### src/rtl/ac_pkg.sv
// Shared definitions for the accumulator-machine control unit: widths,
// opcode and ALU encodings, FSM states and the decoder result record.
package ac_pkg;

  localparam int unsigned AC_DATA_W = 16;
  localparam int unsigned AC_PC_W   = 12;
  localparam int unsigned OPC_W     = 4;
  localparam int unsigned OPND_W    = 12;

  localparam logic [OPC_W-1:0] OP_NOP  = 4'h0;
  localparam logic [OPC_W-1:0] OP_LDI  = 4'h1;
  localparam logic [OPC_W-1:0] OP_LDM  = 4'h2;
  localparam logic [OPC_W-1:0] OP_STM  = 4'h3;
  localparam logic [OPC_W-1:0] OP_ADD  = 4'h4;
  localparam logic [OPC_W-1:0] OP_SUB  = 4'h5;
  localparam logic [OPC_W-1:0] OP_AND  = 4'h6;
  localparam logic [OPC_W-1:0] OP_JMP  = 4'h7;
  localparam logic [OPC_W-1:0] OP_JZ   = 4'h8;
  localparam logic [OPC_W-1:0] OP_HALT = 4'hF;

  typedef enum logic [1:0] {
    ALU_PASS = 2'd0,
    ALU_ADD  = 2'd1,
    ALU_SUB  = 2'd2,
    ALU_AND  = 2'd3
  } alu_op_e;

  typedef enum logic [2:0] {
    S_IDLE,
    S_FETCH,
    S_DECODE,
    S_MEMRD,
    S_MEMWR,
    S_WB,
    S_HALT
  } state_e;

  // Where DECODE sends the machine next; jumps resolve to FETCH.
  typedef enum logic [2:0] {
    CLS_NEXT,
    CLS_WB,
    CLS_MEMRD,
    CLS_MEMWR,
    CLS_JMP,
    CLS_JZ,
    CLS_HALT
  } exec_cls_e;

  typedef struct packed {
    exec_cls_e cls;
    alu_op_e   alu_op;
    logic      alu_sel;
    logic      illegal;
  } dec_t;

endpackage

### src/rtl/ac_decoder.sv
// Combinational opcode decoder: execution class, ALU operation, AC source
// select and the illegal-opcode flag.
module ac_decoder
  import ac_pkg::*;
(
  input  logic [OPC_W-1:0] opcode,
  output dec_t             dec
);

  always_comb begin
    dec = '{cls: CLS_NEXT, alu_op: ALU_PASS, alu_sel: 1'b0, illegal: 1'b0};
    case (opcode)
      OP_NOP:  ;
      OP_LDI:  dec.cls = CLS_WB;
      OP_LDM:  begin
        dec.cls     = CLS_MEMRD;
        dec.alu_sel = 1'b1;
      end
      OP_STM:  dec.cls = CLS_MEMWR;
      OP_ADD:  begin
        dec.cls     = CLS_MEMRD;
        dec.alu_sel = 1'b1;
        dec.alu_op  = ALU_ADD;
      end
      OP_SUB:  begin
        dec.cls     = CLS_MEMRD;
        dec.alu_sel = 1'b1;
        dec.alu_op  = ALU_SUB;
      end
      OP_AND:  begin
        dec.cls     = CLS_MEMRD;
        dec.alu_sel = 1'b1;
        dec.alu_op  = ALU_AND;
      end
      OP_JMP:  dec.cls = CLS_JMP;
      OP_JZ:   dec.cls = CLS_JZ;
      OP_HALT: dec.cls = CLS_HALT;
      default: dec.illegal = 1'b1;
    endcase
  end

endmodule

### src/rtl/ac_sequencer.sv
// Multicycle control unit for the accumulator datapath: fetches, decodes and
// sequences AC/ALU writes and data-memory accesses over req/ack ports.
module ac_sequencer
  import ac_pkg::*;
#(
  parameter int unsigned PC_W   = AC_PC_W,
  parameter int unsigned DATA_W = AC_DATA_W
) (
  input  logic              clock,
  input  logic              reset_n,
  input  logic              start,
  output logic              imem_req,
  output logic [PC_W-1:0]   imem_addr,
  input  logic              imem_ack,
  input  logic [DATA_W-1:0] imem_rdata,
  output logic              dmem_req,
  output logic              dmem_we,
  output logic [PC_W-1:0]   dmem_addr,
  output logic [DATA_W-1:0] dmem_wdata,
  input  logic              dmem_ack,
  input  logic [DATA_W-1:0] dmem_rdata,
  input  logic [DATA_W-1:0] ac_data,
  output logic              ac_write_en,
  output logic              ac_alu_out,
  output logic [DATA_W-1:0] ac_data_in,
  output logic [1:0]        alu_op,
  output logic [DATA_W-1:0] alu_b,
  output logic [PC_W-1:0]   pc,
  output logic              halted,
  output logic              illegal
);

  state_e             state, state_nxt;
  logic [DATA_W-1:0]  ir;
  logic [DATA_W-1:0]  opnd;
  logic [OPC_W-1:0]   opcode;
  logic [OPND_W-1:0]  operand;
  logic               run_start;
  logic               jump_taken;
  dec_t               dec;

  assign opcode  = ir[DATA_W-1 -: OPC_W];
  assign operand = ir[OPND_W-1:0];

  ac_decoder u_dec (
    .opcode (opcode),
    .dec    (dec)
  );

  assign run_start  = start && ((state == S_IDLE) || (state == S_HALT));
  assign jump_taken = (state == S_DECODE) &&
                      ((dec.cls == CLS_JMP) || ((dec.cls == CLS_JZ) && (ac_data == '0)));

  always_ff @(posedge clock) begin
    if (!reset_n) state <= S_IDLE;
    else          state <= state_nxt;
  end

  always_comb begin
    state_nxt = state;
    case (state)
      S_IDLE, S_HALT: if (start) state_nxt = S_FETCH;
      S_FETCH:        if (imem_ack) state_nxt = S_DECODE;
      S_DECODE: begin
        case (dec.cls)
          CLS_WB:    state_nxt = S_WB;
          CLS_MEMRD: state_nxt = S_MEMRD;
          CLS_MEMWR: state_nxt = S_MEMWR;
          CLS_HALT:  state_nxt = S_HALT;
          default:   state_nxt = S_FETCH;
        endcase
      end
      S_MEMRD:        if (dmem_ack) state_nxt = S_WB;
      S_MEMWR:        if (dmem_ack) state_nxt = S_FETCH;
      S_WB:           state_nxt = S_FETCH;
      default:        state_nxt = S_IDLE;
    endcase
  end

  // Instruction, operand, PC and sticky illegal flag.
  always_ff @(posedge clock) begin
    if (!reset_n) begin
      ir      <= '0;
      opnd    <= '0;
      pc      <= '0;
      illegal <= 1'b0;
    end else begin
      if (run_start) illegal <= 1'b0;
      if ((state == S_FETCH) && imem_ack) begin
        ir <= imem_rdata;
        pc <= pc + PC_W'(1);
      end
      if ((state == S_DECODE) && dec.illegal) illegal <= 1'b1;
      if (jump_taken) pc <= PC_W'(operand);
      if ((state == S_MEMRD) && dmem_ack) opnd <= dmem_rdata;
    end
  end

  // Addresses and data come straight from registers so they stay put for
  // the whole request; the strobes are decoded from the state alone.
  assign imem_addr  = pc;
  assign dmem_addr  = PC_W'(operand);
  assign dmem_wdata = ac_data;
  assign ac_data_in = DATA_W'(operand);
  assign alu_b      = opnd;

  always_comb begin
    imem_req    = 1'b0;
    dmem_req    = 1'b0;
    dmem_we     = 1'b0;
    ac_write_en = 1'b0;
    ac_alu_out  = 1'b0;
    alu_op      = ALU_PASS;
    halted      = 1'b0;
    case (state)
      S_FETCH: imem_req = 1'b1;
      S_MEMRD: dmem_req = 1'b1;
      S_MEMWR: begin
        dmem_req = 1'b1;
        dmem_we  = 1'b1;
      end
      S_WB: begin
        ac_write_en = 1'b1;
        ac_alu_out  = dec.alu_sel;
        alu_op      = dec.alu_op;
      end
      S_HALT:  halted = 1'b1;
      default: ;
    endcase
  end

endmodule

### config.mk
export PLATFORM = sky130hd
export DESIGN_NAME = ac_sequencer
export DESIGN_NICKNAME = d
export VERILOG_FILES = /design/src/rtl/ac_pkg.sv /design/src/rtl/ac_decoder.sv /design/src/rtl/ac_sequencer.sv
export SDC_FILE = /design/constraint.sdc
export NUM_CORES = 1
export LEC_CHECK = 0
export CORE_MARGIN = 5
export CORE_UTILIZATION = 40
export CTS_CLUSTER_DIAMETER = 30
export DETAILED_ROUTE_END_ITERATION = 8
export PLACE_DENSITY_LB_ADDON = 0.1
export SETUP_SLACK_MARGIN = 0.02
export SYNTH_ARGS = -nofsm -noshare
export SYNTH_HDL_FRONTEND = slang
export SYNTH_SLANG_ARGS = --single-unit
### constraint.sdc
create_clock -name clock -period 1.9 [get_ports clock]
set_input_delay 0.285 -clock clock [delete_from_list [all_inputs] [get_ports clock]]
set_output_delay 0.285 -clock clock [all_outputs]
set_load 0.02 [all_outputs]
Word-level counts from Yosys, hierarchy flattened
Cells that the tools add are included.
{"block": "totals", "output_inout_bits": 93, "ff_bits": 48, "input_bits": 53, "wordCells": 70}
{"block": "op_classes", "n_mux": 21, "eq_ne": 25, "addsub": 1, "reduce_logical": 18}
{"cell": "case mux 3 bit (6 select lines)", "n": 2}
{"cell": "2-to-1 mux 12 bit", "n": 2}
{"cell": "equality test 3 bit (second input constant)", "n": 6}
{"cell": "equality test 4 x 3 -> 1 bit (second input constant)", "n": 4}
{"cell": "logical NOT 16 bit", "n": 1}
{"cell": "adder 12 x 1 -> 12 bit (second input constant)", "n": 1}
{"cell": "equality test 3 x 2 -> 1 bit (second input constant)", "n": 4}
{"cell": "2-to-1 mux 3 bit", "n": 4}
{"cell": "case mux 3 bit (4 select lines)", "n": 1}
{"cell": "2-to-1 mux 1 bit", "n": 10}
{"cell": "OR reduction 10 bit", "n": 1}
{"cell": "equality test 4 x 2 -> 1 bit (second input constant)", "n": 2}
{"cell": "equality test 4 bit (second input constant)", "n": 2}
{"cell": "!= test 2 bit (second input constant)", "n": 4}
{"cell": "equality test 3 x 1 -> 1 bit (second input constant)", "n": 2}
{"cell": "logical AND 1 bit", "n": 6}
{"cell": "case mux 2 bit (3 select lines)", "n": 1}
{"cell": "equality test 4 x 1 -> 1 bit (second input constant)", "n": 1}
{"cell": "logical NOT 4 bit", "n": 1}
{"cell": "AND reduction 4 bit", "n": 1}
{"cell": "nonzero test 2 bit", "n": 2}
{"cell": "OR reduction 2 bit", "n": 2}
{"cell": "OR reduction 4 bit", "n": 1}
{"cell": "logical NOT 3 bit", "n": 1}
{"cell": "2 further kinds", "n": 3}

Logic depth before layout (Yosys ltp)
Gate-level depths: netlist of the first run.
{"block": "depth", "depth_word": 8, "depth_mapped": 7, "mapped_depth_nobuf": 6}

Modules after synthesis
Synthesis of the first run repeated with hierarchy kept, for this count alone.
{"block": "hier_totals", "cells_unflattened": 363, "hier_area_um2": 2872.8}
{"module": "ac_sequencer", "area_per_inst_um2": 2752.6, "seq_area_each_um2": 960.9, "n_inst": 1, "cells_each": 345}
{"module": "ac_decoder", "area_per_inst_um2": 120.1, "seq_area_each_um2": 0.0, "n_inst": 1, "cells_each": 18}

Least setup slack after synthesis of the first run
Ideal clock, no wire load.
{"block": "synth_path", "path_type": "reg2out", "start": "register state[0]", "end": "output port alu_op[1]", "slack_ns": 0.039, "stages_incl_launch_ff": 6, "arrival_time_ns": 1.576, "cell_sequence": "dfxtp_1 > clkbuf_1 > clkbuf_1 > and2_1 > nand3b_1 > nor2_1"}
{"block": "synth_between", "elab_chain_cells": 2}
{"item": "start, declared", "line_no": "ac_sequencer.sv:33", "text": "state_e state, state_nxt;"}
{"item": "start signal, assigned", "line_no": "ac_sequencer.sv:56", "text": "else state <= state_nxt;"}
{"item": "equality test 3 bit", "line_no": "ac_sequencer.sv:115", "text": "case (state)"}
{"item": "2-to-1 mux 2 bit", "line_no": "ac_sequencer.sv:115"}
{"item": "end, declared", "line_no": "ac_sequencer.sv:26", "text": "output logic [1:0] alu_op,"}
No other way between the ends.

Worst setup path after layout of the first run
{"block": "layout_path", "start": "register state[1]", "end": "output port dmem_req"}
{"block": "layout_between", "elab_chain_cells": 3, "word_cells_on_any_way": 4, "classes_between": "2 x eq/ne; 1 x mux; 1 x reduce/logical"}
{"item": "equality test 3 x 2 -> 1 bit or equality test 3 bit (tied branches)", "line_no": "ac_sequencer.sv:115"}
{"item": "OR reduction 2 bit (no source line) (*)"}
{"item": "2-to-1 mux 1 bit (*)", "line_no": "ac_sequencer.sv:115"}
{"item": "end, declared", "line_no": "ac_sequencer.sv:16", "text": "output logic dmem_req,"}
Mark *: on every way between the ends. The rest lies on a longest branch, timed or not.

==> flow_metrics.py, run 1 <==
metrics = {
    "logic_synthesis": {
        "synth_edf_count": 0,
        "synthTopCellsByCount": "nand2_1, buf_4, dfxtp_1",
        "synth_area_um2": 2730,
        "yosys.area.top_type_share_pct": 35.2,
        "ys_warn_count": 0,
        "yosysSeqAreaShare_pct": 35.2,
        "synth_cells": 361,
        "synth.mux.area_fraction_pct": 1.10,
        "syn_avg_cell_area_um2": 7.56,
        "synth_flop_cell": "dfxtp_1",
        "synthDistinctLibCells": 50,
        "synthSimpleGateAreaFrac_pct": 24.8,
        "synthArstFlopShare_pct": 0,
        "ys_ff_latch": 48,
        "synth-compound-area-share_pct": 17.3,
        "synth_top_family_by_area": "simple AND/OR/NAND/NOR gates",
        "synth.most_common_cell": "nand2_1",
        "synthAdderAreaFrac_pct": 0.459,
        "synth_xor_xnor_area_share_pct": 0.642,
        "synth_area_leaders": "dfxtp_1, buf_4, nand2_1",
        "synth_area_leader_cell": "dfxtp_1",
    },
    "sta": {
        "skew_ns": 0.00682,
        "hold_violations": 0,
        "relSlewSlack_pct": 64.1,
        "rsz0062_at_grt": "no",
        "worst_pin_slew_ns": 0.534,
        "fin_setup_tns_ns": 0,
        "holdWs_ns": 0.455,
        "fmax_ghz": 0.561,
        "slew_violations": 0,
        "setup-violations-final": 0,
        "min_period_ns": 1.78,
        "fin_crit_sh_pct": 93.9,
    },
    "worst_setup_path": {
        "required_ns": 1.62,
        "cp-start-kind": "flip-flop",
        "cp-end-kind": "primary output",
        "cp_num_cells": 4,
        "cp_slowest_stage_delay_ns": 0.39,
        "critPathMaxFanout": 9,
        "setup.worst_path.class": "flip-flop to primary output",
        "reg2regPathDepth": 7,
        "cp_cell_sequence": "buf_4 -> nor2b_1 -> a21o_1 -> dlygate4sd2_1",
        "worstPathBufferInverterCount": 2,
        "slowest_stage": "dfxtp_2",
        "cp_data_arrival_time_ns": 1.50,
        "crit_family": "buffers and inverters",
    },
    "cts": {
        "post-cts-setup-buffers": 0,
        "cts-root-buf": "clkbuf_8",
        "cts_tree": "yes",
        "postCtsResizedCells": 10,
        "insertion_delay_ns": 0.30,
        "cts_buffer_depth": 2,
        "path_clk_slew_ns": 0.09,
        "cts_buffers": 5,
        "holdBufCountCts": 0,
        "cts_sinks": 48,
        "cts.htree.levels": 2,
    },
    "floorplanning": {
        "coreArea_um2": 6720,
        "dieHeight_um": 92.6,
        "io_pins": 146,
        "start_util_pct": 40.6,
        "die-area_um2": 8570,
        "row_count": 30,
        "die_w_um": 92.6,
    },
    "status": {
        "status": "completed",
    },
    "cells_and_area": {
        "antenna_cells": 0,
        "layout.nets": 509,
        "drive_gt1_share_pct": 10.1,
        "finish.utilization_pct": 59.8,
        "fin_cells": 536,
        "synthToLayoutAreaGrowth_pct": 47.3,
    },
    "placement": {
        "gp_congestion": 0.779,
        "dp_hpwl_mm": 5.85,
        "dp_cells": 528,
        "place.port_buffers": 141,
    },
    "pwr": {
        "ir_drop_mv": 0.337,
        "fin_total_pwr_uw": 2320,
        "power_leakage_uw": 0.00144,
        "power_density_nw_per_um2": 577,
    },
    "grt": {
        "grt_pass1_wl_mm": 12.1,
        "first_global_vias": 2568,
        "grt_max_degree": 33,
        "antenna_found_initial": 0,
        "grt-ovfl-total": 0,
        "grtUsageTotal_pct": 17.2,
    },
    "route": {
        "drt-pass1-iter-count": 4,
        "initialDrtViolationCount": 98,
        "via_per_inst": 5.01,
        "ant_nets": 0,
        "vias": 2688,
        "wire_per_inst_um": 14.2,
        "drc_errors": 0,
        "wl_mm": 7.61,
    },
    "min_path": {
        "hp-class": "flip-flop to flip-flop",
        "hold_depth": 2,
    },
    "job": {
        "drv_cap": 0,
    },
}
[where the power goes]
part	switching (uW)	internal, uW
combinational	284	312
clock	345	295
sequential	44.6	1040
[logic make-up after synthesis]
kind of cell / Yosys count
simple gates: 143
buf+inv: 82
compound gates: 81
flops: 48
mux: 3
xor+xnor: 2
fa+ha+maj: 1
other cells: 1
[worst register-to-register path: stages, from the launching register on]
cell,delay [ns]
dfxtp_1,0.31
buf_4,0.16
nor4bb_4,0.32
and4_4,0.28
a211oi_1,0.07
buf_4,0.19
a221oi_2,0.23
nor2_1,0.06
[metrics by stage]
stage          setup slack, ns  instance area, um2
2_1_floorplan           0.0391                2740
3_3_place_gp            -0.168                3910
3_5_place_dp            -0.210                3910
4_1_cts                 0.0169                4010
5_1_grt                 0.0363                4020
6_report                 0.116                4020
[sequential cells by signal, indices dropped and copies added (netlist names)]
signal	cells
alu_b	16
ir	16
illegal	1
state	3
imem_addr	12
[path summary, 6_finish.rpt]
check / from / to / slack [ns]
setup reg to reg: state[2] / imem_addr[0] / 0.17
setup / recovery: state[1] / dmem_req / 0.12
hold reg to reg: alu_b[10] / alu_b[10] / 0.46
hold / removal: alu_b[10] / alu_b[10] / 0.46
[metal layers]
metal / GRT usage [%] / vias up / wire length (um)
li1: - / 1350 / -
met1: 21.3 / 1241 / 3150
met2: 28.4 / 90 / 3710
met3: 5.85 / 7 / 689
met4: 4.58 / 0 / 65
met5: 0 / - / 0
[cell usage in the layout, fill, tap and decap left out, types with 3 or more instances in the layout]
cell               n
clkdlybuf4s50_1  133
nand2_1           76
a21oi_1           46
dfxtp_1           46
nor2_1            21
buf_4             19
o21ai_0            9
a31oi_1            7
nand3_1            6
nor3_1             6
o21ai_1            6
clkbuf_8           6
dlygate4sd2_1      5
nand3b_1           4
conb_1             4
nor3b_1            3
nor2b_1            3
and2_1             3
inv_1              3
mux2i_1            3
nor4_1             3
nand4_1            3
clkbuf_2           3
buf_12             3
[final cells by class]
class                           count  area, um2
Multi-Input combinational cell    234       1250
Clock inverter                      2       15.0
Inverter                            3       11.3
Sequential cell                    48        963
Clock buffer                        6       82.6
Fill cell                         628       2700
Tap cell                           80        100
Timing Repair Buffer              163       1590
Power figures use the tool's default switching activity.
==> inputs of run 2 (changes only) <==
--- a/config.mk
+++ b/config.mk
@@ -5,10 +5,13 @@
 export SDC_FILE = /design/constraint.sdc
 export NUM_CORES = 1
 export LEC_CHECK = 0
+export CORE_ASPECT_RATIO = 1.75
 export CORE_MARGIN = 5
 export CORE_UTILIZATION = 40
 export CTS_CLUSTER_DIAMETER = 30
 export DETAILED_ROUTE_END_ITERATION = 8
+export GPL_ROUTABILITY_DRIVEN = 0
+export MAX_ROUTING_LAYER = met4
 export PLACE_DENSITY_LB_ADDON = 0.1
 export SETUP_SLACK_MARGIN = 0.02
 export SYNTH_ARGS = -nofsm -noshare
==> run 2 against run 1 <==
- clock power rose by 39%
- critical path type is now input pin to flip-flop
- setup slack lost 0.016 ns
- global-route usage up 0.89 points
- routed wire length increased by 2.4%
- clock skew decreased by 0.0018 ns
- critical path depth is 3 higher
- power increased by 9.8%
- sequential share of layout area fell by 0.16 points
- final cell count is 0.56% higher
- first-iteration DRC count decreased by 8.2%
- non-clock buffer count is 1 lower
- die area grew 0.76%
==> flow_metrics.py, run 2 (synthesized netlist as in run 1, its figures left out) <==
metrics = {
    "status": {
        "status": "completed",
    },
    "worst_setup_path": {
        "cp-start-kind": "input pin",
        "setup.worst_path.class": "input pin to flip-flop",
        "critPathMaxFanout": 11,
        "cp_cell_sequence": "clkdlybuf4s50_1 -> or4_1 -> nor2_4 -> a211oi_1 -> buf_4 -> a221oi_2 -> nor2_1",
        "cp_data_arrival_time_ns": 1.97,
        "required_ns": 2.07,
        "slowest_stage": "or4_1",
        "cp_slowest_stage_delay_ns": 0.58,
        "cp-end-kind": "flip-flop",
    },
    "cells_and_area": {
        "fin_cells": 539,
        "antenna_cells": 0,
        "multiInputGateArea_um2": 1250,
        "drive_gt1_share_pct": 9.67,
        "finish.utilization_pct": 59.8,
        "final_common_cell": "clkdlybuf4s50_1",
        "fillers": 670,
        "final_cell_mix": "clkdlybuf4s50_1, nand2_1, dfxtp_1",
        "synthToLayoutAreaGrowth_pct": 48.1,
        "regArea_um2": 962,
        "layout.nets": 508,
    },
    "sta": {
        "setup-violations-final": 0,
        "fin_crit_sh_pct": 94.7,
        "fmax_ghz": 0.556,
        "slew_violations": 0,
        "hold_violations": 0,
        "fin_setup_tns_ns": 0,
        "min_period_ns": 1.80,
        "setup_ws_ns": 0.100,
        "skew_ns": 0.00497,
        "holdWs_ns": 0.453,
        "rsz0062_at_grt": "no",
    },
    "route": {
        "wire_per_inst_um": 14.5,
        "via_per_inst": 4.89,
        "drc_errors": 0,
        "vias": 2637,
        "initialDrtViolationCount": 90,
        "ant_nets": 0,
        "drt-pass1-iter-count": 4,
        "wl_mm": 7.79,
    },
    "grt": {
        "grt_pass1_wl_mm": 12.2,
        "grt_max_degree": 20,
        "antenna_found_initial": 0,
        "grtUsageTotal_pct": 18.1,
        "grt-ovfl-total": 0,
        "first_global_vias": 2587,
    },
    "placement": {
        "place.port_buffers": 141,
        "dp_cells": 531,
        "place_ws_ns": -0.212,
        "dp_hpwl_mm": 6.20,
    },
    "cts": {
        "path_clk_slew_ns": 0.06,
        "cts-root-buf": "clkbuf_16",
        "cts_sinks": 48,
        "cts.htree.levels": 2,
        "cts_buffer_depth": 2,
        "cts_tree": "yes",
        "holdBufCountCts": 0,
        "post-cts-setup-buffers": 0,
        "insertion_delay_ns": 0.28,
        "cts_buffers": 5,
    },
    "pwr": {
        "power_density_nw_per_um2": 631,
        "ir_drop_mv": 0.556,
        "power_leakage_uw": 0.00144,
    },
    "floorplanning": {
        "start_util_pct": 40.4,
        "die_w_um": 72.4,
        "io_pins": 146,
        "row_count": 40,
        "dieHeight_um": 119,
        "coreArea_um2": 6760,
        "die-area_um2": 8640,
    },
    "job": {
        "drv_cap": 0,
    },
    "min_path": {
        "hp-class": "flip-flop to flip-flop",
    },
}
-- run 2: report_power, final --
group | total [uW] | leakage (uW) | internal [uW] | switching, uW
sequential | 1080 | 0.000389 | 1040 | 41.3
combinational | 580 | 0.000980 | 299 | 282
clock | 887 | 0.0000701 | 524 | 363
-- run 2: per-layer routing --
metal | GRT usage (%) | part of all wire [%] | up-vias
met5 | - | 0 | -
met4 | 4.50 | 0.91 | 0
met3 | 4.73 | 7.5 | 6
met2 | 33.0 | 55 | 89
met1 | 18.8 | 37 | 1200
li1 | - | - | 1342
-- run 2: layout make-up --
cell class / count / area share, %
Timing Repair Buffer: 162 / 38.7
Multi-Input combinational cell: 234 / 30.8
Sequential cell: 48 / 23.8
Clock buffer: 7 / 3.53
Tap cell: 84 / 2.60
Inverter: 3 / 0.279
Clock inverter: 1 / 0.186
-- run 2: per-stage QoR --
stage          power [uW]  instance area (um2)
5_1_grt              2670                 4040
3_5_place_dp         1680                 3880
2_1_floorplan        1450                 2740
6_report             2550                 4040
3_3_place_gp         1680                 3880
4_1_cts              2570                 4030
-- run 2: repair_timing --
action	4_1_cts	5_1_grt
setup endpoints to repair	8	16
pin swaps	0	0
resized for setup	15	11
-- run 2: critical path, delay by kind of cell --
family	cells	cell delay [ns]
buffers and inverters	2	0.61
AOI/OAI and AO/OA	2	0.30
and+or+nand+nor	3	0.79
-- run 2: worst paths after layout --
kind | end | from | depth (start not counted) | slack, ns
setup reg to reg | imem_addr[0] | state[1] | 7 | 0.12
setup / recovery | imem_addr[0] | ac_data[3] | 7 | 0.10
hold / removal | alu_b[0] | alu_b[0] | 2 | 0.45
hold reg to reg | alu_b[0] | alu_b[0] | 2 | 0.45
